## src/rtl/arbiter.sv

```systemverilog
// Round-robin arbiter.
// Picks one requester starting from the current priority index. The priority
// moves to the entry after the winner only when update_lru is asserted.
// Ports:
//   clk, reset        clock, asynchronous active-high reset
//   request[N-1:0]    request vector
//   update_lru        winner was consumed this cycle; rotate priority
//   grant_oh[N-1:0]   one-hot grant, combinational from request/priority
module arbiter #(
  parameter int NUM_ENTRIES = 4
) (
  input  logic                   clk,
  input  logic                   reset,
  input  logic [NUM_ENTRIES-1:0] request,
  input  logic                   update_lru,
  output logic [NUM_ENTRIES-1:0] grant_oh
);
  localparam int IDX_W = (NUM_ENTRIES > 1) ? $clog2(NUM_ENTRIES) : 1;

  logic [IDX_W-1:0]       prio_q, prio_d;
  logic [NUM_ENTRIES-1:0] req_hi;
  logic [NUM_ENTRIES-1:0] pick_vec;
  logic [IDX_W-1:0]       win;
  logic                   found;

  // Requests at or above the priority index win over the wrapped-around ones.
  always_comb begin
    req_hi   = '0;
    win      = '0;
    found    = 1'b0;
    grant_oh = '0;
    for (int i = 0; i < NUM_ENTRIES; i++)
      req_hi[i] = request[i] && (IDX_W'(i) >= prio_q);
    pick_vec = (|req_hi) ? req_hi : request;
    for (int i = 0; i < NUM_ENTRIES; i++) begin
      if (!found && pick_vec[i]) begin
        found       = 1'b1;
        win         = IDX_W'(i);
        grant_oh[i] = 1'b1;
      end
    end
    prio_d = prio_q;
    if (update_lru && found)
      prio_d = (win == IDX_W'(NUM_ENTRIES - 1)) ? '0 : win + 1'b1;
  end

  always_ff @(posedge clk or posedge reset) begin
    if (reset) prio_q <= '0;
    else       prio_q <= prio_d;
  end
endmodule

```

## src/rtl/port_request_mux_port_fifo2.sv

```systemverilog
// port_fifo2: 2-entry per-port request buffer.
// Ports:
//   clk, reset     clock, asynchronous active-high reset
//   enq_valid      source offers a beat (captured only when in_ready)
//   enq_data       payload of the offered beat
//   deq            head entry consumed this cycle
//   in_ready       buffer has space (decoded from registered count only)
//   nonempty       buffer holds at least one entry
//   head_data      oldest buffered payload
module port_fifo2 #(
  parameter int DATA_WIDTH = 32
) (
  input  logic                  clk,
  input  logic                  reset,
  input  logic                  enq_valid,
  input  logic [DATA_WIDTH-1:0] enq_data,
  input  logic                  deq,
  output logic                  in_ready,
  output logic                  nonempty,
  output logic [DATA_WIDTH-1:0] head_data
);
  logic [1:0]                 count_q, count_d;
  logic                       wr_ptr_q, wr_ptr_d;
  logic                       rd_ptr_q, rd_ptr_d;
  logic [1:0][DATA_WIDTH-1:0] slot_q, slot_d;
  logic                       enq, deq_ok;

  always_comb begin
    in_ready  = (count_q != 2'd2);
    nonempty  = (count_q != 2'd0);
    head_data = slot_q[rd_ptr_q];
    enq       = enq_valid && in_ready;
    deq_ok    = deq && nonempty;
    wr_ptr_d  = enq    ? ~wr_ptr_q : wr_ptr_q;
    rd_ptr_d  = deq_ok ? ~rd_ptr_q : rd_ptr_q;
    slot_d    = slot_q;
    if (enq) slot_d[wr_ptr_q] = enq_data;
    // Simultaneous enq/deq (only reachable at count 1) leaves count alone.
    case ({enq, deq_ok})
      2'b10:   count_d = count_q + 2'd1;
      2'b01:   count_d = count_q - 2'd1;
      default: count_d = count_q;
    endcase
  end

  always_ff @(posedge clk or posedge reset) begin
    if (reset) begin
      count_q  <= '0;
      wr_ptr_q <= 1'b0;
      rd_ptr_q <= 1'b0;
    end else begin
      count_q  <= count_d;
      wr_ptr_q <= wr_ptr_d;
      rd_ptr_q <= rd_ptr_d;
    end
  end

  // Payload slots are qualified by count, so they carry no reset.
  always_ff @(posedge clk) slot_q <= slot_d;
endmodule

```

## src/rtl/port_request_mux.sv

```systemverilog
// port_request_mux: funnels NUM_PORTS valid/ready request streams onto one
// shared valid/ready output through per-port 2-entry buffers and a
// round-robin arbiter. Once presented, a request stays stable until accepted.
// Ports:
//   clk, reset     clock, asynchronous active-high reset
//   in_valid/in_data/in_ready   per-port request streams (port i at
//                               in_data[i*DATA_WIDTH +: DATA_WIDTH])
//   out_valid/out_data/out_ready  shared output stream
//   out_port_oh    one-hot source port of the presented request
module port_request_mux #(
  parameter int NUM_PORTS  = 4,
  parameter int DATA_WIDTH = 32
) (
  input  logic                            clk,
  input  logic                            reset,
  input  logic [NUM_PORTS-1:0]            in_valid,
  input  logic [NUM_PORTS*DATA_WIDTH-1:0] in_data,
  output logic [NUM_PORTS-1:0]            in_ready,
  output logic                            out_valid,
  output logic [DATA_WIDTH-1:0]           out_data,
  output logic [NUM_PORTS-1:0]            out_port_oh,
  input  logic                            out_ready
);
  logic [NUM_PORTS-1:0]                 nonempty;
  logic [NUM_PORTS-1:0][DATA_WIDTH-1:0] head_data;
  logic [NUM_PORTS-1:0]                 arb_req;
  logic [NUM_PORTS-1:0]                 deq;
  logic                                 accept;
  logic                                 lock_valid_q, lock_valid_d;
  logic [NUM_PORTS-1:0]                 lock_oh_q, lock_oh_d;

  for (genvar i = 0; i < NUM_PORTS; i++) begin : g_port
    port_fifo2 #(.DATA_WIDTH(DATA_WIDTH)) u_fifo (
      .clk       (clk),
      .reset     (reset),
      .enq_valid (in_valid[i]),
      .enq_data  (in_data[i*DATA_WIDTH +: DATA_WIDTH]),
      .deq       (deq[i]),
      .in_ready  (in_ready[i]),
      .nonempty  (nonempty[i]),
      .head_data (head_data[i])
    );
  end

  arbiter #(.NUM_ENTRIES(NUM_PORTS)) u_arb (
    .clk        (clk),
    .reset      (reset),
    .request    (arb_req),
    .update_lru (accept),
    .grant_oh   (out_port_oh)
  );

  always_comb begin
    out_valid = |nonempty;
    accept    = out_valid && out_ready;
    deq       = out_port_oh & {NUM_PORTS{out_ready}};
    // A stalled request pins the arbiter to its port so late arrivals with
    // higher priority cannot swap the output before it is taken.
    arb_req   = lock_valid_q ? lock_oh_q : nonempty;
    out_data  = '0;
    for (int i = 0; i < NUM_PORTS; i++)
      out_data = out_data | (head_data[i] & {DATA_WIDTH{out_port_oh[i]}});
    lock_valid_d = out_valid && !out_ready;
    lock_oh_d    = lock_valid_d ? out_port_oh : '0;
  end

  always_ff @(posedge clk or posedge reset) begin
    if (reset) begin
      lock_valid_q <= 1'b0;
      lock_oh_q    <= '0;
    end else begin
      lock_valid_q <= lock_valid_d;
      lock_oh_q    <= lock_oh_d;
    end
  end
endmodule
```

## config.mk

```make
export PLATFORM = sky130hd
export DESIGN_NAME = port_request_mux
export DESIGN_NICKNAME = d
export VERILOG_FILES = /design/src/rtl/arbiter.sv /design/src/rtl/port_request_mux_port_fifo2.sv /design/src/rtl/port_request_mux.sv
export SDC_FILE = /design/constraint.sdc
export NUM_CORES = 1
export LEC_CHECK = 0
export CORE_MARGIN = 2
export CORE_UTILIZATION = 45
export DETAILED_ROUTE_END_ITERATION = 10
export PLACE_DENSITY_LB_ADDON = 0.25
export SYNTH_ARGS = -nofsm -noshare
export SYNTH_HDL_FRONTEND = slang
export SYNTH_SLANG_ARGS = --single-unit
```

## constraint.sdc

```tcl
create_clock -name clk -period 3.3 [get_ports clk]
set_input_delay 0.66 -clock clk [delete_from_list [all_inputs] [get_ports clk]]
set_output_delay 0.66 -clock clk [all_outputs]
set_load 0.01 [all_outputs]
```

==> flow_results.org, run 1 <==
** Status
- The flow ran to the end, but the final reports show violations.
- Failing checks :: setup timing

** Routing
- The routed design uses 1.64 mm of met3 wire.
- The first detailed-routing pass took 5 iterations.
- Routed wire length :: 28.6 mm
- Wire length on met1 :: 11.6 mm
- The detailed router placed 6751 vias in this run.
- In the final routed layout, each cell accounts on average for 23.6 um.
- For this block, the initial DRC count from the detailed router was 515.
- Antenna-violating nets left :: 0
- Using the TritonRoute via totals, the vias-per-cell ratio works out to 5.56.
- Number of remaining DRC errors :: 0
- Highest metal layer with signal wires :: met5
- In the detailed route, the total length drawn on met2 is 14.5 mm.

** Yosys
- Cell type with the highest aggregate area in the netlist :: sky130_fd_sc_hd__edfxtp_1
- Warnings from Yosys :: 0
- The cell area that synthesis handed to floorplanning was 0.0112 mm^2.
- Proportion of netlist area held by the largest area contributor :: 68.7%
- Synthesized area per cell :: 17.1 um^2
- Synthesis handed over a netlist of 654 instances.
- Post-synthesis sequential area ratio :: 73.9%
- When the netlist entered floorplanning its net count stood at 793.
- In this run, distinct cell masters in the synthesized netlist total 42.
- In this run, synthesis produced a sequential element count of 279.
- After synthesis, the cell types taking the most area are sky130_fd_sc_hd__edfxtp_1, sky130_fd_sc_hd__mux2i_1, sky130_fd_sc_hd__dfrtp_1.

** Floorplan
- Height of the die :: 162 um
- Initial standard-cell utilization of the core :: 45.9%
- Floorplan die width :: 162 um
- Top-Level Pins :: 176
- The core region is 0.0244 mm^2.
- Row generation in the floorplan step produced 57 rows.
- Die Footprint :: 0.0261 mm^2

** STA
- Setup repair after global routing missed its margin :: true
- The final number of max-transition violations came to 0.
- For the final database, setup skew stands at 0.0174 ns.
- Setup slack after layout :: -0.0443 ns
- Final hold violation count :: 0
- At the pin with the least slew margin, the transition time is 0.981 ns.
- In this run the tightest slew margin relative to its limit is 34.5%.
- Final period demand of the worst path :: 3.34 ns
- Fraction of the cycle the final worst path needs :: 101%
- Max Clock Freq :: 299 MHz
- Setup violations remaining at the end of the flow were counted as 16.

** GRT
- Pin count of the biggest net entering global routing :: 33
- Global routing used 21.5% of the available tracks.
- First-pass GRT wire length :: 42.2 mm
- The initial antenna violation count is 1.
- Vias in the first global route :: 7248
- For this run the aggregate overflow at the end of global routing stands at 0.

** Clock network
- In this run, CTS created clock tree buffers numbering 29.
- Clock latency on the worst-skew pair, taken at its later pin, is 0.55 ns.
- Clock tree synthesis found a total of 279 sinks.
- After clock tree synthesis, the clock-pin slew on the worst setup and hold paths is 0.06 ns.
- Maximum clock insertion buffer count :: 3
- In this run the number of H-tree levels came out at 1.
- CTS tree :: yes
- The tree is rooted in a sky130_fd_sc_hd__clkbuf_16.

** Critical path
- In this run the critical register-to-register path is launched from lock_valid_q$_DFF_PP0_.
- Crit. End Element :: output port
- Worst path required time :: 2.64 ns
- CP Data Arrival Time :: 2.68 ns
- Counting cells, the worst reg-to-reg path comes to 11.
- STA classifies the critical path startpoint as a register.
- Flop2flop setup slack :: 0.70 ns
- Of all nets on the critical path, the largest fanout is 17.
- CP startpoint :: g_port[3].u_fifo.count_q[0]$_DFFE_PP0P_
- Worst setup path end :: out_data[21]
- Category of the most critical setup path :: reg -> out
- Reg-to-Reg End :: g_port[2].u_fifo.count_q[1]$_DFFE_PP0P_

** Final layout
- The sequential cells in the finished layout cover a total of 0.00827 mm^2.
- After the last flow step, the layout net total stands at 1008.
- Measured on the finished design, the core utilization comes to 61.2%.
- Area growth from synthesis to layout :: 33.5%
- Number of fillers in the final layout :: 1773
- For this run, the number of standard cells in the final layout without fillers is 1214.
- In the final layout, the multi-input gates occupy 0.00301 mm^2.
- Share of final-layout standard cells stronger than drive strength 1 :: 25.3%

** Place
- PortBufs :: 175
- The HPWL after detailed placement is 18.6 mm.
- Total placed cells including tap cells :: 1140
- Prior to clock tree synthesis, the placed netlist has a worst setup slack of 0.0333 ns.
- Placer congestion estimate :: 0.853

** Pwr
- PD cells :: 953 mW/mm^2
- For this design the static power due to leakage is 5.41 nW.
- IR drop worst, VDD :: 0.543 mV

** Job
- Across the run, the number of max-cap violations was 0.

** Min path
- Tightest Hold Check Type :: reg -> reg
-- cells by family after synthesis --
kind of cell / Yosys count / share of synthesized area (%)
fa+ha+maj: 4 / 0.447
simple gates: 54 / 2.67
mux: 128 / 11.8
buf+inv: 51 / 2.16
flops: 279 / 73.9
xor+xnor: 20 / 1.57
compound gates: 118 / 7.46
-- flip-flops by register name, summed over array words and instances (netlist names) --
name                    cells
lock_oh_q                   4
g_port.u_fifo.slot_q      256
u_arb.prio_q                2
lock_valid_q                1
g_port.u_fifo.count_q       8
g_port.u_fifo.wr_ptr_q      4
g_port.u_fifo.rd_ptr_q      4
-- critical path, stage by stage (launching register included) --
cell and delay [ns]:
sky130_fd_sc_hd__dfrtp_2 0.42, sky130_fd_sc_hd__or4_4 0.58, sky130_fd_sc_hd__o2bb2ai_4 0.18, sky130_fd_sc_hd__o21ai_4 0.08, sky130_fd_sc_hd__and2_4 0.20, sky130_fd_sc_hd__buf_12 0.17, sky130_fd_sc_hd__a221o_1 0.36, sky130_fd_sc_hd__buf_2 0.14
-- final cells by class --
type	instances	share of cell area, %
clock buffers	40	5.34
diodes	1	0.0168
well taps	324	2.71
flip-flops and latches	279	55.4
clock inverters	11	0.788
inverters	6	0.176
repair buffers	229	15.4
multi-input cells	324	20.2
-- through the flow --
| step | hold slack [ns] | power, mW | instance area, um^2 | TNS [ns] |
|---|---|---|---|---|
| 4_1_cts | 0.548 | 14.1 | 14800 | -0.0483 |
| 5_1_grt | 0.571 | 14.9 | 14900 | -1.61 |
| 2_1_floorplan | 0.460 | 8.31 | 11200 | 0 |
| 3_3_place_gp | 0.529 | 10.7 | 13600 | 0 |
| 6_report | 0.543 | 14.2 | 14900 | -0.227 |
| 3_5_place_dp | 0.534 | 10.8 | 13600 | 0 |
-- cells in the final DEF, fill, tap and decap left out, types with 4 or more instances in the layout --
cell                              Yosys  final
sky130_fd_sc_hd__nor3_1               6      4
sky130_fd_sc_hd__clkdlybuf4s50_1      0    140
sky130_fd_sc_hd__o22ai_1             35     14
sky130_fd_sc_hd__clkbuf_2             0      5
sky130_fd_sc_hd__o21ai_0              4      4
sky130_fd_sc_hd__clkbuf_1            32      8
sky130_fd_sc_hd__xnor2_1             13     13
sky130_fd_sc_hd__buf_4                4     26
sky130_fd_sc_hd__o22ai_2              0     19
sky130_fd_sc_hd__buf_12               0     17
sky130_fd_sc_hd__and3_2               0      4
sky130_fd_sc_hd__dfrtp_1             23     15
sky130_fd_sc_hd__buf_6                4      4
sky130_fd_sc_hd__mux2_2              32     32
sky130_fd_sc_hd__nand2_1              7      7
sky130_fd_sc_hd__buf_8                0      4
sky130_fd_sc_hd__nand2b_1             7      7
sky130_fd_sc_hd__buf_2                4     28
sky130_fd_sc_hd__clkbuf_16            0     32
sky130_fd_sc_hd__nor2_1              14     10
sky130_fd_sc_hd__edfxtp_1           256    256
sky130_fd_sc_hd__nor2_4               0      4
sky130_fd_sc_hd__a21oi_1             38     30
sky130_fd_sc_hd__a21oi_2              0      6
sky130_fd_sc_hd__ha_1                 4      4
sky130_fd_sc_hd__xor2_1               7      7
sky130_fd_sc_hd__a221o_1             32     32
sky130_fd_sc_hd__inv_1                6      5
sky130_fd_sc_hd__dfrtp_2              0      8
sky130_fd_sc_hd__mux2i_1             96     96
-- how the worst min path moves through the flow --
stage	startpoint	endpoint	slack [ns]	cells past startpoint
after floorplan	g_port[0].u_fifo.wr_ptr_q$_DFFE_PP0P_	g_port[0].u_fifo.wr_ptr_q$_DFFE_PP0P_	0.46	1
after global routing	g_port[0].u_fifo.wr_ptr_q$_DFFE_PP0P_	g_port[0].u_fifo.wr_ptr_q$_DFFE_PP0P_	0.57	1
after CTS	g_port[1].u_fifo.wr_ptr_q$_DFFE_PP0P_	g_port[1].u_fifo.wr_ptr_q$_DFFE_PP0P_	0.55	1
after global placement	g_port[3].u_fifo.wr_ptr_q$_DFFE_PP0P_	g_port[3].u_fifo.wr_ptr_q$_DFFE_PP0P_	0.53	1
after detailed placement	g_port[0].u_fifo.wr_ptr_q$_DFFE_PP0P_	g_port[0].u_fifo.wr_ptr_q$_DFFE_PP0P_	0.53	1
final	g_port[1].u_fifo.wr_ptr_q$_DFFE_PP0P_	g_port[1].u_fifo.wr_ptr_q$_DFFE_PP0P_	0.54	1
-- cells in the mapped netlist (all sizes together) --
master,n
nor4,1
nor2b,3
nand2,7
o21bai,1
mux2i,96
and2,3
o2111a,1
nor3,6
o211ai,1
edfxtp,256
o22ai,35
nand2b,7
o32ai,1
clkbuf,32
inv,6
buf,13
mux2,32
xor2,7
or3,1
a311o,1
or2,1
or4,2
nand4bb,1
nor3b,1
a221o,32
xnor2,13
o2bb2ai,1
dfrtp,23
a21oi,38
or3b,1
a31oi,1
ha,4
and3,5
and4bb,1
o21ai,6
nor2,14
-- layer usage --
layer	global-route usage [%]	up-vias
met5	0	-
met4	7.52	2
met3	3.52	67
met2	37.9	248
met1	27.1	3401
li1	-	3033
-- report_power, final --
group	total [mW]	internal [mW]	switching (mW)	leakage, nW
clock	3.14	1.84	1.30	0.442
combinational	5.85	2.73	3.12	2.32
sequential	5.25	4.86	0.384	2.65
total	14.2	9.43	4.81	5.41
-- repair_timing --
item | in CTS | in global routing
setup buffers | 8 | 11
pin swaps | 6 | 7
resized for setup | 168 | 34
hold buffers | 0 | 0
setup endpoints to repair | 36 | 35
endpoints found under the hold margin | 0 | 0
cloned | 3 | 2
Power figures use the tool's default switching activity.
==> run 2, diff against run 1 <==
- CELL_PAD_IN_SITES_DETAIL_PLACEMENT: not set -> 0
- CELL_PAD_IN_SITES_GLOBAL_PLACEMENT: not set -> 2
- CORE_UTILIZATION: 45 -> 39
- PLACE_DENSITY: not set -> 0.8
- PLACE_DENSITY_LB_ADDON: 0.25 -> not set
==> run 2 against run 1 <==
- the flow still finishes with violations (setup timing)
- final cell count increased by 3.9%
- largest cell class unchanged
- first-iteration DRC count shrank 3.7%
- via count fell by 2.0%
- power fell by 4.2%
- global-route usage down 3.3 points
- clock power fell by 2%
- critical path depth stayed put
- register-to-register slack better by 0.06 ns
- cell area shrank 2.0%
==> flow_results.org, run 2 (synthesis gave the netlist of run 1 again) <==
** Min path
- Tightest Hold Check Type :: reg -> reg

** Routing
- Dividing the detail-routed via count by the number of cells gives 5.25.
- Number of DRC markers in iteration 0 :: 496
- Antenna-violating nets left :: 0
- The detailed router placed 6616 vias in this run.
- In the routed design, unresolved DRC markers number 0.
- After detailed routing, the average wire length per cell comes to 22.1 um.
- Number of optimization iterations in the first detailed-route pass :: 5
- The final layout contains routed wiring with a total length of 27.9 mm.

** Clock network
- The clock reaches the later pin of the worst-skew pair after 0.55 ns.
- Clock slew at the register clock pins of the worst setup and hold paths :: 0.06 ns
- CTS built an H-tree with a depth of 1.
- Clk sinks :: 279
- Maximum clock insertion buffer count :: 3
- CTS tree :: yes
- Clock tree synthesis inserted a total of 29 buffers.
- Root buffer cell :: sky130_fd_sc_hd__clkbuf_16

** Place
- Summed over all nets, the half-perimeter wirelength after detailed placement is 19.2 mm.
- PortBufs :: 175
- Total placed cells including tap cells :: 1198
- Routability-driven placement finished with a final weighted congestion of 0.885.

** Floorplan
- The floorplan has 61 rows.
- Die Footprint :: 0.0300 mm^2
- The region available for standard cell placement spans 0.0280 mm^2.
- For this configuration, the core starts out at a cell density of 39.9%.
- Floorplan die width :: 173 um
- Top-Level Pins :: 176
- Height of the die :: 173 um

** Critical path
- Crit. End Element :: output port
- Crit path max fanout :: 7
- Category of the most critical setup path :: reg -> out
- Setup slack on the worst reg-to-reg path comes out at 0.76 ns.
- Worst path required time :: 2.64 ns
- CP Data Arrival Time :: 2.71 ns
- Type of origin of the critical path :: register

** Job
- Max-cap violations in this run came to 0.

** Final layout
- Cells with a size suffix above 1 make up 21.0% of the layout.
- Max FFs per register :: 256
- Leaving out filler cells and counting taps, the final layout contains 1261.
- Leaving out fill and tap cells, the most frequent cell in the layout is sky130_fd_sc_hd__edfxtp_1.
- For this run, the post-layout net count is 995.
- The largest registers in the layout are g_port.u_fifo.slot_q (256), g_port.u_fifo.count_q (8).
- From synthesis to final layout, the design area changed by 30.8%.
- Number of fillers in the final layout :: 2329
- Leading cell types in the layout, fill and taps excluded :: sky130_fd_sc_hd__edfxtp_1, sky130_fd_sc_hd__clkdlybuf4s50_1, sky130_fd_sc_hd__mux2i_1
- Reg with most FFs :: g_port.u_fifo.slot_q

** STA
- For the finished layout, the period the worst path requires is 3.37 ns.
- Dividing the final minimum period by the clock period gives 102%.
- The final number of max-transition violations was 0.
- Final hold violation count :: 0
- Max Clock Freq :: 297 MHz
- Max-slew headroom :: 35.1%
- Across all hold checks on the routed design, the worst slack comes to 0.550 ns.
- Setup violations remaining at the end of the flow were counted as 31.
- Worst Tran Pin Value :: 0.973 ns
- Largest clock skew in the final design :: 0.0161 ns
- Setup slack after layout :: -0.0681 ns
- Setup repair after global routing missed its margin :: true

** GRT
- Overall overflow remaining after global route :: 0
- Entering global routing, the biggest net connects 38 pins.
- Global routing consumed, over all layers together, 18.2% of the routing resources.
- First-pass GRT wire length :: 41.7 mm
- Number of antenna violations at the first check in global routing :: 5
- Vias in the first global route :: 7026

** Status
- Run status :: finished with violations
- Failing checks :: setup timing

** Pwr
- Registers are responsible for 38.2% of the overall power.
- The clock network accounts for 22.5% of the total power.
- For this design the static power due to leakage is 5.27 nW.
- IR drop worst, VDD :: 0.425 mV
- Switching share of power :: 33.5%
- Combinational logic is responsible for 39.3% of the overall power.
- Total net switching power :: 4.57 mW
- For this design the ratio of total power to cell area is 932 mW/mm^2.
- Internal power contribution :: 9.07 mW
## run 2: cell types whose count changed in the layout (fill, tap and decap cells not counted), moves of 3 or more
cell                       delta
sky130_fd_sc_hd__buf_8        -4
sky130_fd_sc_hd__o22ai_1     +18
sky130_fd_sc_hd__buf_4        -3
sky130_fd_sc_hd__diode_2      +3
sky130_fd_sc_hd__o22ai_2     -17
sky130_fd_sc_hd__clkinv_2     +5
sky130_fd_sc_hd__clkinv_1     +3
sky130_fd_sc_hd__buf_12       -3
sky130_fd_sc_hd__a21oi_2      -5
sky130_fd_sc_hd__a21oi_1      +7
sky130_fd_sc_hd__clkbuf_8     -3
sky130_fd_sc_hd__clkbuf_2     -3
## run 2: power by group through the flow
stage / Clock, mW / Sequential [mW] / Combinational (mW)
after global placement: 0 / 5.22 / 5.56
after CTS: 3.13 / 5.21 / 5.34
after detailed placement: 0 / 5.27 / 5.63
after global routing: 3.27 / 5.28 / 5.74
after floorplan: 0 / 5.13 / 3.18
final: 3.07 / 5.21 / 5.36
## run 2: through the flow
step / setup TNS (ns) / total power [mW] / setup WS [ns] / cell area [um^2] / util (%)
5_1_grt: -2.65 / 14.3 / -0.130 / 14600 / 52.2
6_report: -0.540 / 13.6 / -0.0681 / 14600 / 52.2
3_3_place_gp: 0 / 10.8 / 0.0903 / 13700 / 48.9
4_1_cts: -0.348 / 13.7 / -0.116 / 14600 / 52.1
2_1_floorplan: 0 / 8.31 / 0.603 / 11200 / -
3_5_place_dp: 0 / 10.9 / 0.0929 / 13700 / 48.9
## run 2: timing repair
action / 4_1_cts / 5_1_grt
setup buffers: 3 / 1
hold buffers: 0 / 0
pin swaps: 5 / 5
endpoints found under the setup margin: 36 / 35
gates resized for setup: 145 / 10
cloned: 0 / 1
## run 2: layout make-up
class / count / area (um^2) / share of cell area [%]
multi-input cells: 324 / 2840 / 19.4
diodes: 4 / 10.0 / 0.0684
clock buffers: 36 / 752 / 5.14
inverters: 6 / 26.3 / 0.180
flip-flops and latches: 279 / 8270 / 56.5
repair buffers: 216 / 2110 / 14.4
well taps: 378 / 473 / 3.23
clock inverters: 18 / 154 / 1.05
## run 2: path summary, 6_finish.rpt
kind,startpoint,to,depth (start not counted)
worst max-delay path,g_port[2].u_fifo.count_q[0]$_DFFE_PP0P_,out_data[19],7
worst min-delay path,g_port[0].u_fifo.wr_ptr_q$_DFFE_PP0P_,g_port[0].u_fifo.wr_ptr_q$_DFFE_PP0P_,1
worst max register to register,g_port[2].u_fifo.count_q[0]$_DFFE_PP0P_,g_port[1].u_fifo.count_q[1]$_DFFE_PP0P_,8
worst min register to register,g_port[0].u_fifo.wr_ptr_q$_DFFE_PP0P_,g_port[0].u_fifo.wr_ptr_q$_DFFE_PP0P_,1
max in group asynchronous,reset,g_port[3].u_fifo.rd_ptr_q$_DFFE_PP0P_,2
min in group asynchronous,reset,g_port[0].u_fifo.wr_ptr_q$_DFFE_PP0P_,2
## run 2: worst max-delay path: stages (launching register included)
cell and delay [ns]:
sky130_fd_sc_hd__dfrtp_2 0.44, sky130_fd_sc_hd__or4_4 0.54, sky130_fd_sc_hd__a31oi_4 0.23, sky130_fd_sc_hd__o22ai_4 0.09
sky130_fd_sc_hd__and2_4 0.18, sky130_fd_sc_hd__buf_12 0.14, sky130_fd_sc_hd__a221o_1 0.38, sky130_fd_sc_hd__buf_2 0.16
## run 2: metal layers
layer / up-vias / global-route usage (%) / part of all wire [%]
met2: 228 / 32.4 / 51
met3: 35 / 3.66 / 6.1
met4: 2 / 4.66 / 1.7
met5: - / 0 / 0.043
met1: 3339 / 22.8 / 41
li1: 3012 / - / -
==> run 3, diff against run 2 <==
- MAX_ROUTING_LAYER: not set -> met4
- clock period: 3.3 -> 3.69 ns (I/O delays scaled with it)
==> run 3 against run 2 <==
- the run now ends clean
- global-route usage increased by 2.0 points
- combinational power decreased by 3.7%
- worst setup slack improved by 0.10 ns
==> flow_results.org, run 3 (synthesis gave the netlist of run 1 again) <==
** STA
- Measured against its own limit, the worst slew margin works out to 33.2%.
- The worst path uses 99.1% of the clock period.
- Setup repair after global routing could not meet its margin everywhere.
- Static timing analysis puts the maximum clock frequency at 274 MHz.
- For the pin with the worst max-slew slack, the measured transition is 1.00 ns.
- Largest clock skew in the final design :: 0.00998 ns
- Final period demand of the worst path :: 3.66 ns
- In the post-route analysis, the smallest setup slack over all paths is 0.0349 ns.
- Setup violations remaining at the end of the flow were counted as 0.
- The total count of hold-check failures in the final report is 0.
- Worst hold slack :: 0.548 ns
- Fin. max-slew vios :: 0

** Final layout
- Layout Utilization :: 53.3%
- Number of fillers in the final layout :: 2285
- Cells with a size suffix above 1 make up 22.0% of the layout.
- The library cell used most frequently in the layout, excluding fill and tap cells, is sky130_fd_sc_hd__edfxtp_1.
- Net count, final :: 1010
- The largest registers in the layout are g_port.u_fifo.slot_q (256), g_port.u_fifo.count_q (8).
- Reg with most FFs :: g_port.u_fifo.slot_q
- Area growth from synthesis to layout :: 33.6%
- Max FFs per register :: 256
- The library cells used most frequently in the layout, excluding fill and tap cells, are sky130_fd_sc_hd__edfxtp_1, sky130_fd_sc_hd__clkdlybuf4s50_1, sky130_fd_sc_hd__mux2i_1.

** GRT
- The first global-routing pass estimated 44.1 mm of wire.
- Overall overflow remaining after global route :: 0
- Entering global routing, the biggest net connects 37 pins.
- Vias in the first global route :: 7048
- The initial antenna violation count came to 3.
- Total routing usage reported by global routing :: 20.2%

** Place
- Setup Slack @ Placement :: 0.128 ns
- Placer congestion estimate :: 0.863
- After legalization and detailed placement, the total HPWL measured 18.5 mm.
- PortBufs :: 175

** Pwr
- PD cells :: 844 mW/mm^2
- Cell leakage power :: 5.44 nW
- IR drop worst, VDD :: 0.426 mV

** Clock network
- Count of hold-fix buffers inserted at cts :: 0
- In this run the clock root is driven by a sky130_fd_sc_hd__clkbuf_16.
- Clk sinks :: 279
- Clock-pin slew was measured on the worst setup and hold paths at 0.06 ns.
- TritonCTS built the clock tree.
- Maximum clock insertion buffer count :: 3
- TritonCTS created 30 clock buffers.
- Clock latency on the worst-skew pair :: 0.54 ns
- Depth of the CTS H-tree :: 1

** Routing
- Detailed-route vias per instance :: 5.28
- Detailed-route wire length per cell :: 23.9 um
- Vias :: 6724
- The detail route stage leaves a number of antenna-violating nets equal to 0.
- The pre-antenna-repair detailed-routing pass consisted of 5 iterations.
- Number of remaining DRC errors :: 0
- The detailed router finished its first iteration with 438 violations.
- Routed wire length :: 30.5 mm

** Min path
- The worst hold path begins at g_port[2].u_fifo.wr_ptr_q$_DFFE_PP0P_.
- WHS Path Cells :: 1
- Worst Hold End :: g_port[2].u_fifo.wr_ptr_q$_DFFE_PP0P_
- Tightest Hold Check Type :: reg -> reg

** Floorplan
- Floorplan die width :: 173 um
- Die Footprint :: 0.0300 mm^2
- Placeable core region :: 0.0280 mm^2
- The floorplan step set the die height to 173 um.
- After floorplanning, the core was divided into 61 placement rows.
- Top-Level Pins :: 176
- Initial standard-cell utilization of the core :: 39.9%

** Critical path
- In this run the critical register-to-register path is captured at g_port[1].u_fifo.count_q[1]$_DFFE_PP0P_.
- Crit. End Element :: output port
- Top Family by Delay on Critical Path :: simple AND/OR/NAND/NOR gates
- The critical path contains buffers and inverters numbering 2 combined.
- At the worst endpoint, the arrival time is 2.92 ns.
- Crit path max fanout :: 8
- Flop2flop setup slack :: 0.96 ns
- Traced cell by cell, the critical path runs through or3b_2 -> a31oi_4 -> o22ai_4 -> and2_4 -> buf_4 -> a221o_1 -> dlygate4sd2_1.
- The critical path is of the reg -> out type.
- Stage delay of the slowest cell on the critical path :: 0.52 ns
- In this run the critical register-to-register path is launched from lock_valid_q$_DFF_PP0_.
- At the worst endpoint, the required time is 2.95 ns.
- The worst setup path is launched from a register.
- Measured in cells, the most critical reg-to-reg path has a length of 10.
- Cell with the largest stage delay on the worst path :: sky130_fd_sc_hd__or3b_2

** Job
- Across the run, the number of max-cap violations was 0.

** Status
- The flow ran to the end, and the final reports show no timing, DRC or antenna violations.
run 3: layer usage:
| layer | global-route usage [%] | part of all wire (%) |
|---|---|---|
| met3 | 4.56 | 5.8 |
| met1 | 24.2 | 41 |
| met2 | 34.2 | 50 |
| met4 | 6.29 | 2.7 |
| met5 | - | 0 |
run 3: cell type report:
cell class	instances	area, um^2	share of cell area [%]
Sequential cell	279	8270	55.4
Clock inverter	15	66.3	0.444
Inverter	6	22.5	0.151
Tap cell	378	473	3.17
Clock buffer	38	802	5.37
Antenna cell	3	7.51	0.0502
Multi-Input combinational cell	329	3040	20.3
Timing Repair Buffer	225	2260	15.1
run 3: what timing repair did:
item                       4_1_cts  5_1_grt
pin swaps                        8        4
buffers inserted                16       12
gates cloned                     6        1
setup endpoints to repair       35       13
resized for setup               87       25
run 3: per-stage QoR:
step | std cells | area [um^2] | TNS, ns | power, mW
6_report | 1273 | 14900 | 0 | 12.6
3_5_place_dp | 1182 | 13500 | 0 | 9.49
3_3_place_gp | 1182 | 13500 | 0 | 9.35
4_1_cts | 1257 | 14700 | -0.446 | 12.5
2_1_floorplan | 654 | 11200 | 0 | 7.43
5_1_grt | 1273 | 14900 | -0.133 | 13.2
run 3: worst max-delay path by stage:
stage                                                        from            to  slack, ns  cells after the start
after floorplan           g_port[2].u_fifo.count_q[0]$_DFFE_PP0P_  out_data[22]       0.91                      8
after global placement    g_port[2].u_fifo.count_q[0]$_DFFE_PP0P_  out_data[21]       0.22                      6
after detailed placement  g_port[2].u_fifo.count_q[0]$_DFFE_PP0P_   out_data[4]       0.13                      6
after CTS                                  lock_valid_q$_DFF_PP0_  out_data[27]      -0.11                      8
after global routing                       lock_valid_q$_DFF_PP0_  out_data[18]      -0.04                      7
final                                      lock_valid_q$_DFF_PP0_   out_data[9]       0.03                      7
run 3: where the power goes:
group | leakage (nW) | switching, mW | total [mW] | internal [mW]
clock network | 0.424 | 1.14 | 2.66 | 1.52
registers | 2.65 | 0.431 | 4.79 | 4.36
logic | 2.37 | 2.77 | 5.16 | 2.39
total | 5.44 | 4.34 | 12.6 | 8.26
==> RTL change 1 (settings of run 3) <==
`DATA_WIDTH` is set to 32 in 2 places; all go to 16.
--- a/src/rtl/port_request_mux_port_fifo2.sv
+++ b/src/rtl/port_request_mux_port_fifo2.sv
@@ -8,7 +8,7 @@
 //   nonempty       buffer holds at least one entry
 //   head_data      oldest buffered payload
 module port_fifo2 #(
-  parameter int DATA_WIDTH = 32
+  parameter int DATA_WIDTH = 16
 ) (
   input  logic                  clk,
   input  logic                  reset,
--- a/src/rtl/port_request_mux.sv
+++ b/src/rtl/port_request_mux.sv
@@ -9,7 +9,7 @@
 //   out_port_oh    one-hot source port of the presented request
 module port_request_mux #(
   parameter int NUM_PORTS  = 4,
-  parameter int DATA_WIDTH = 32
+  parameter int DATA_WIDTH = 16
 ) (
   input  logic                            clk,
   input  logic                            reset,
Interface: changed (resized in_data and out_data); port bits go from 176 to 96. No check against the original RTL was run, so the function may have changed too.
==> RTL change 1 against run 3 <==
Register-to-register slack gained 0.11 ns; setup slack improved by 0.0017 ns; critical path depth did not move; sequential cell count decreased by 128; total power down 44%; cell area is 44% lower; area after synthesis shrank 42%; routed wire length fell by 55%; largest power group unchanged; via count is 44% lower.
==> RTL change 1: results (changes against run 3) <==
dpl ws 0.148 ns (+0.0205 ns); slew margin rel. 0.357 (+0.0249); met2 WL 6.85 mm (-55%); Top FF cell, synth edfxtp_1; first-pass GRT wire length 21.3 mm (-52%); nets 598 (-41%); largest net degree at the start of global routing 24 (-35%); Iteration-0 DRC Markers 181 (-59%); Async SR Flop Fraction 0.152 (+0.0699); Post-synth EDFFs 128 (-50%); area of the multi-input gates 1920 µm² (-37%); Cell Area, Placed 7640 µm² (-43%); drt first pass iters 4 (-1); GP Congestion 0.842 (-2.5%); post-synthesis sequential area ratio 0.686 (-0.0524); leading registers by flop count g_port.u_fifo.slot_q: 128 flops, g_port.u_fifo.count_q: 8 flops; vias in the first global route 3931 (-44%); Max VDD drop 0.534 mV (+26%); hold path startpoint g_port[1].u_fifo.rd_ptr_q; R2R depth 9 (-1); Port Buffers 95 (-46%); Clock power frac 0.225 (+0.014); total wire length 13.8 mm (-55%); Commonest cells post-synth edfxtp_1 (128), mux2i_1 (48), mux2_2 (32), dfrtp_1 (23), nor3_1 (20); slowest CP cell clkdlybuf4s50_1; worst hold slack 0.477 ns (-0.0712 ns); Clock Latency Late Sink 0.41 ns (-0.13 ns); Mapped Avg Cell Area 15.7 µm² (-7.9%); Logic pwr share 0.397 (-0.012); Clock Skew 0.00812 ns (-0.00186 ns); crit-path leading delay family buffers and inverters; Mapped Nets 484 (-39%); HPWL Detailed 9.81 mm (-47%); post-cts resize count 17 (-80%); status finished clean; clock buffer depth 2 (-1); max incr delay on CP 0.50 ns (-0.02 ns); initial antenna violation count 0 (-3); LEAKAGE 3.14 nW (-42%); GRT Util Overall 0.166 (-0.0364); power in sequential cells 2.64 mW (-45%); FILL cells 1379 (-40%); flop2flop setup slack 1.07 ns (+0.11 ns); layout cells sized above 1 0.215 (-0.00518); diode count 0 (-3); final std cells w/o fill 752 (-41%); M1 wire length 6.26 mm (-51%); routed vias 3762 (-44%); top post-synthesis cells by area edfxtp_1 (60%), dfrtp_1 (8.9%), mux2i_1 (7.5%); Netlist cell types 47 (+12%); crit path max fanout 13 (+5); postcts setup bufs 1 (-15); TritonCTS Buffers 17 (-43%); met3 wire len 528 µm (-70%)
RTL change 1: changes by cell type in the layout (fill, tap and decap cells not counted), sizes merged, moves of 9 or more:
cell / before / now
edfxtp: 256 / 128
clkdlybuf4s50: 141 / 83
mux2i: 96 / 48
a21oi: 38 / 1
o22ai: 35 / 0
a221o: 32 / 0
buf: 49 / 20
clkbuf: 39 / 17
dlygate4sd2: 24 / 3
nand2: 7 / 26
nor3: 6 / 22
o211ai: 1 / 16
inv: 6 / 15
RTL change 1: worst max path at each step:
stage | to | cells after the start | slack (ns)
floorplan | out_data[10] | 8 | 1.07
global placement | out_data[4] | 7 | 0.18
detailed placement | out_data[4] | 7 | 0.15
CTS | out_data[3] | 7 | 0.005
global route | out_data[11] | 7 | -0.07
finish | out_data[11] | 7 | 0.04
RTL change 1: logic make-up (layout without fill, tap and decap cells):
| kind of cell | Yosys count | after routing | synth area share |
|---|---|---|---|
| multiplexers | 80 | 80 | 0.131 |
| XOR/XNOR | 20 | 20 | 0.0272 |
| AND/OR/NAND/NOR | 91 | 92 | 0.0754 |
| adder cells (fa/ha/maj) | 4 | 4 | 0.00777 |
| AO/OA/AOI/OAI | 33 | 33 | 0.0461 |
| buffers and inverters | 30 | 156 | 0.0266 |
| flip-flops | 151 | 151 | 0.686 |
RTL change 1: layout make-up:
cell class	instances	share of cell area
flip-flops and latches	151	0.530
multi-input cells	229	0.230
repair buffers	115	0.138
clock buffers	17	0.0510
well taps	216	0.0324
clock inverters	15	0.0142
inverters	9	0.00405
RTL change 1: layer usage:
metal | GRT usage | vias to the layer above
met1 | 0.209 | 1859
li1 | - | 1785
met4 | 0.0568 | 0
met5 | - | -
met3 | 0.0341 | 17
met2 | 0.268 | 101
==> RTL change 2 (flow settings as in run 3) <==
Without the edit above. Make the reset (`reset`) synchronous in 3 clocked blocks. Comments in the files are not updated.
--- a/src/rtl/arbiter.sv
+++ b/src/rtl/arbiter.sv
@@ -44,7 +44,7 @@
       prio_d = (win == IDX_W'(NUM_ENTRIES - 1)) ? '0 : win + 1'b1;
   end
 
-  always_ff @(posedge clk or posedge reset) begin
+  always_ff @(posedge clk) begin
     if (reset) prio_q <= '0;
     else       prio_q <= prio_d;
   end
--- a/src/rtl/port_request_mux_port_fifo2.sv
+++ b/src/rtl/port_request_mux_port_fifo2.sv
@@ -43,7 +43,7 @@
     endcase
   end
 
-  always_ff @(posedge clk or posedge reset) begin
+  always_ff @(posedge clk) begin
     if (reset) begin
       count_q  <= '0;
       wr_ptr_q <= 1'b0;
--- a/src/rtl/port_request_mux.sv
+++ b/src/rtl/port_request_mux.sv
@@ -64,7 +64,7 @@
     lock_oh_d    = lock_valid_d ? out_port_oh : '0;
   end
 
-  always_ff @(posedge clk or posedge reset) begin
+  always_ff @(posedge clk) begin
     if (reset) begin
       lock_valid_q <= 1'b0;
       lock_oh_q    <= '0;
Formal check against the unedited RTL: differs if reset is asserted again (counterexample within 4 cycles, from zero or initial values and one cycle with reset high); with reset held inactive, the same outputs for 4 cycles.
==> RTL change 2 against run 3 <==
Routed wire length decreased by 8.2%; setup slack improved by 0.0062 ns; non-clock buffer count fell by 24; sequential cell count unchanged; total power down 2.0%; via count up 2.5%; area after synthesis up 4.4%; cell area grew 0.87%; global-route usage down 1.9 points.
==> RTL change 2: results (changes against run 3) <==
status finished clean; hold path cells 2 (+1); GRT Util Overall 0.183 (-0.0191); Clock Latency Late Sink 0.54 ns (about the same); post-cts resize count 15 (-83%); LEAKAGE 5.10 nW (-6.3%); met3 wire len 1.71 mm (-3.5%); M3 GR Usage 0.0337 (-0.0119); Worst Hold End g_port[2].u_fifo.wr_ptr_q; Cell Pwr Density 819 nW/µm² (-2.9%); Cell Area, Placed 13900 µm² (+3.6%); postcts setup bufs 0 (-16); met1 Track Usage GR 0.230 (-0.0118); M1 wire length 11.8 mm (-6.9%); flop2flop setup slack 1.11 ns (+0.15 ns); total wire length 28.0 mm (-8.2%); crit path max fanout 32 (+24); Netlist cell types 53 (+26%); worst r2r src g_port[2].u_fifo.count_q[0]; Clock Skew 0.00672 ns (-0.00326 ns); layout cells sized above 1 0.224 (+0.00394); slew margin rel. 0.433 (+0.100); Root Buffer Master clkbuf_16; first-pass GRT wire length 41.9 mm (-5.0%); worst reg2reg endpoint g_port[1].u_fifo.count_q[1]; Mapped Nets 858 (+8.2%); TritonCTS Buffers 29 (-3.3%); vias in the first global route 7120 (+1.0%); Async SR Flop Fraction 0 (-0.0824); Mapped Avg Cell Area 16.2 µm² (-5.1%); top post-synthesis cells by area edfxtp_1 (66%), mux2_2 (6.3%), mux2i_1 (5.5%); max layer used met4; nets 1038 (+2.8%); largest net degree at the start of global routing 38 (+2.7%); Reg power frac 0.339 (-0.041); HPWL Detailed 19.4 mm (+4.8%); initial antenna violation count 4 (+1); R2R depth 9 (-1); placed cells 1257 (+6.3%); Iteration-0 DRC Markers 384 (-12%); Pint 8.06 mW (-2.5%); post-synthesis sequential area ratio 0.698 (-0.0408); post-DR vias/cell 5.24 (-0.79%); Commonest cells post-synth edfxtp_1 (256), mux2_2 (65), mux2i_1 (64), nor2_1 (56); hold path startpoint g_port[2].u_fifo.wr_ptr_q; CP arrival 2.91 ns (about the same); Clock power frac 0.231 (+0.020); met2 WL 13.8 mm (-9.3%); routed vias 6891 (+2.5%); dpl ws 0.362 ns (+0.234 ns); GP Congestion 0.829 (-4.0%)
==> RTL change 2: worst reg2reg max path, cell delays in order (launching register included) <==
cell and delay, ns:
dfxtp_1 0.38, or3_4 0.42, nand2_2 0.12, o221a_4 0.32
buf_4 0.23, nand4b_2 0.16, inv_1 0.09, ha_1 0.26
or3_1 0.37, a21oi_1 0.14
==> RTL change 2: final cells by class <==
cell class | count | area (µm²) | share of cell area
Clock inverter | 21 | 199 | 0.0132
Multi-Input combinational cell | 382 | 3410 | 0.226
Clock buffer | 32 | 737 | 0.0489
Timing Repair Buffer | 201 | 2060 | 0.137
Antenna cell | 4 | 10.0 | 0.000664
Sequential cell | 279 | 8150 | 0.541
Inverter | 6 | 22.5 | 0.00149
Tap cell | 390 | 488 | 0.0324
==> RTL change 2: worst max path at each step <==
stage          cells after the start                          to  slack [ns]                        start
4_1_cts                            7                 out_data[7]       -0.04  g_port[1].u_fifo.count_q[0]
6_report                           7                 out_data[4]        0.04                 lock_valid_q
3_3_place_gp                       7                out_data[28]        0.40                 lock_valid_q
5_1_grt                            7                out_data[31]       -0.05  g_port[0].u_fifo.count_q[1]
2_1_floorplan                      2  g_port[0].u_fifo.slot_q[0]        1.09                  in_valid[0]
3_5_place_dp                       7                 out_data[2]        0.36                 lock_valid_q
==> RTL change 2: cells by family (layout without fill, tap and decap cells) <==
| logic type | Yosys count | count (layout) | synth area share |
|---|---|---|---|
| AOI/OAI and AO/OA | 99 | 99 | 0.0812 |
| xor gates and xnor gates | 12 | 12 | 0.00900 |
| adders and majority gates | 4 | 4 | 0.00429 |
| buffers and inverters | 58 | 260 | 0.0259 |
| DFF | 279 | 279 | 0.698 |
| muxes | 132 | 132 | 0.121 |
| other | 0 | 4 | 0 |
| and+or+nand+nor | 135 | 135 | 0.0608 |
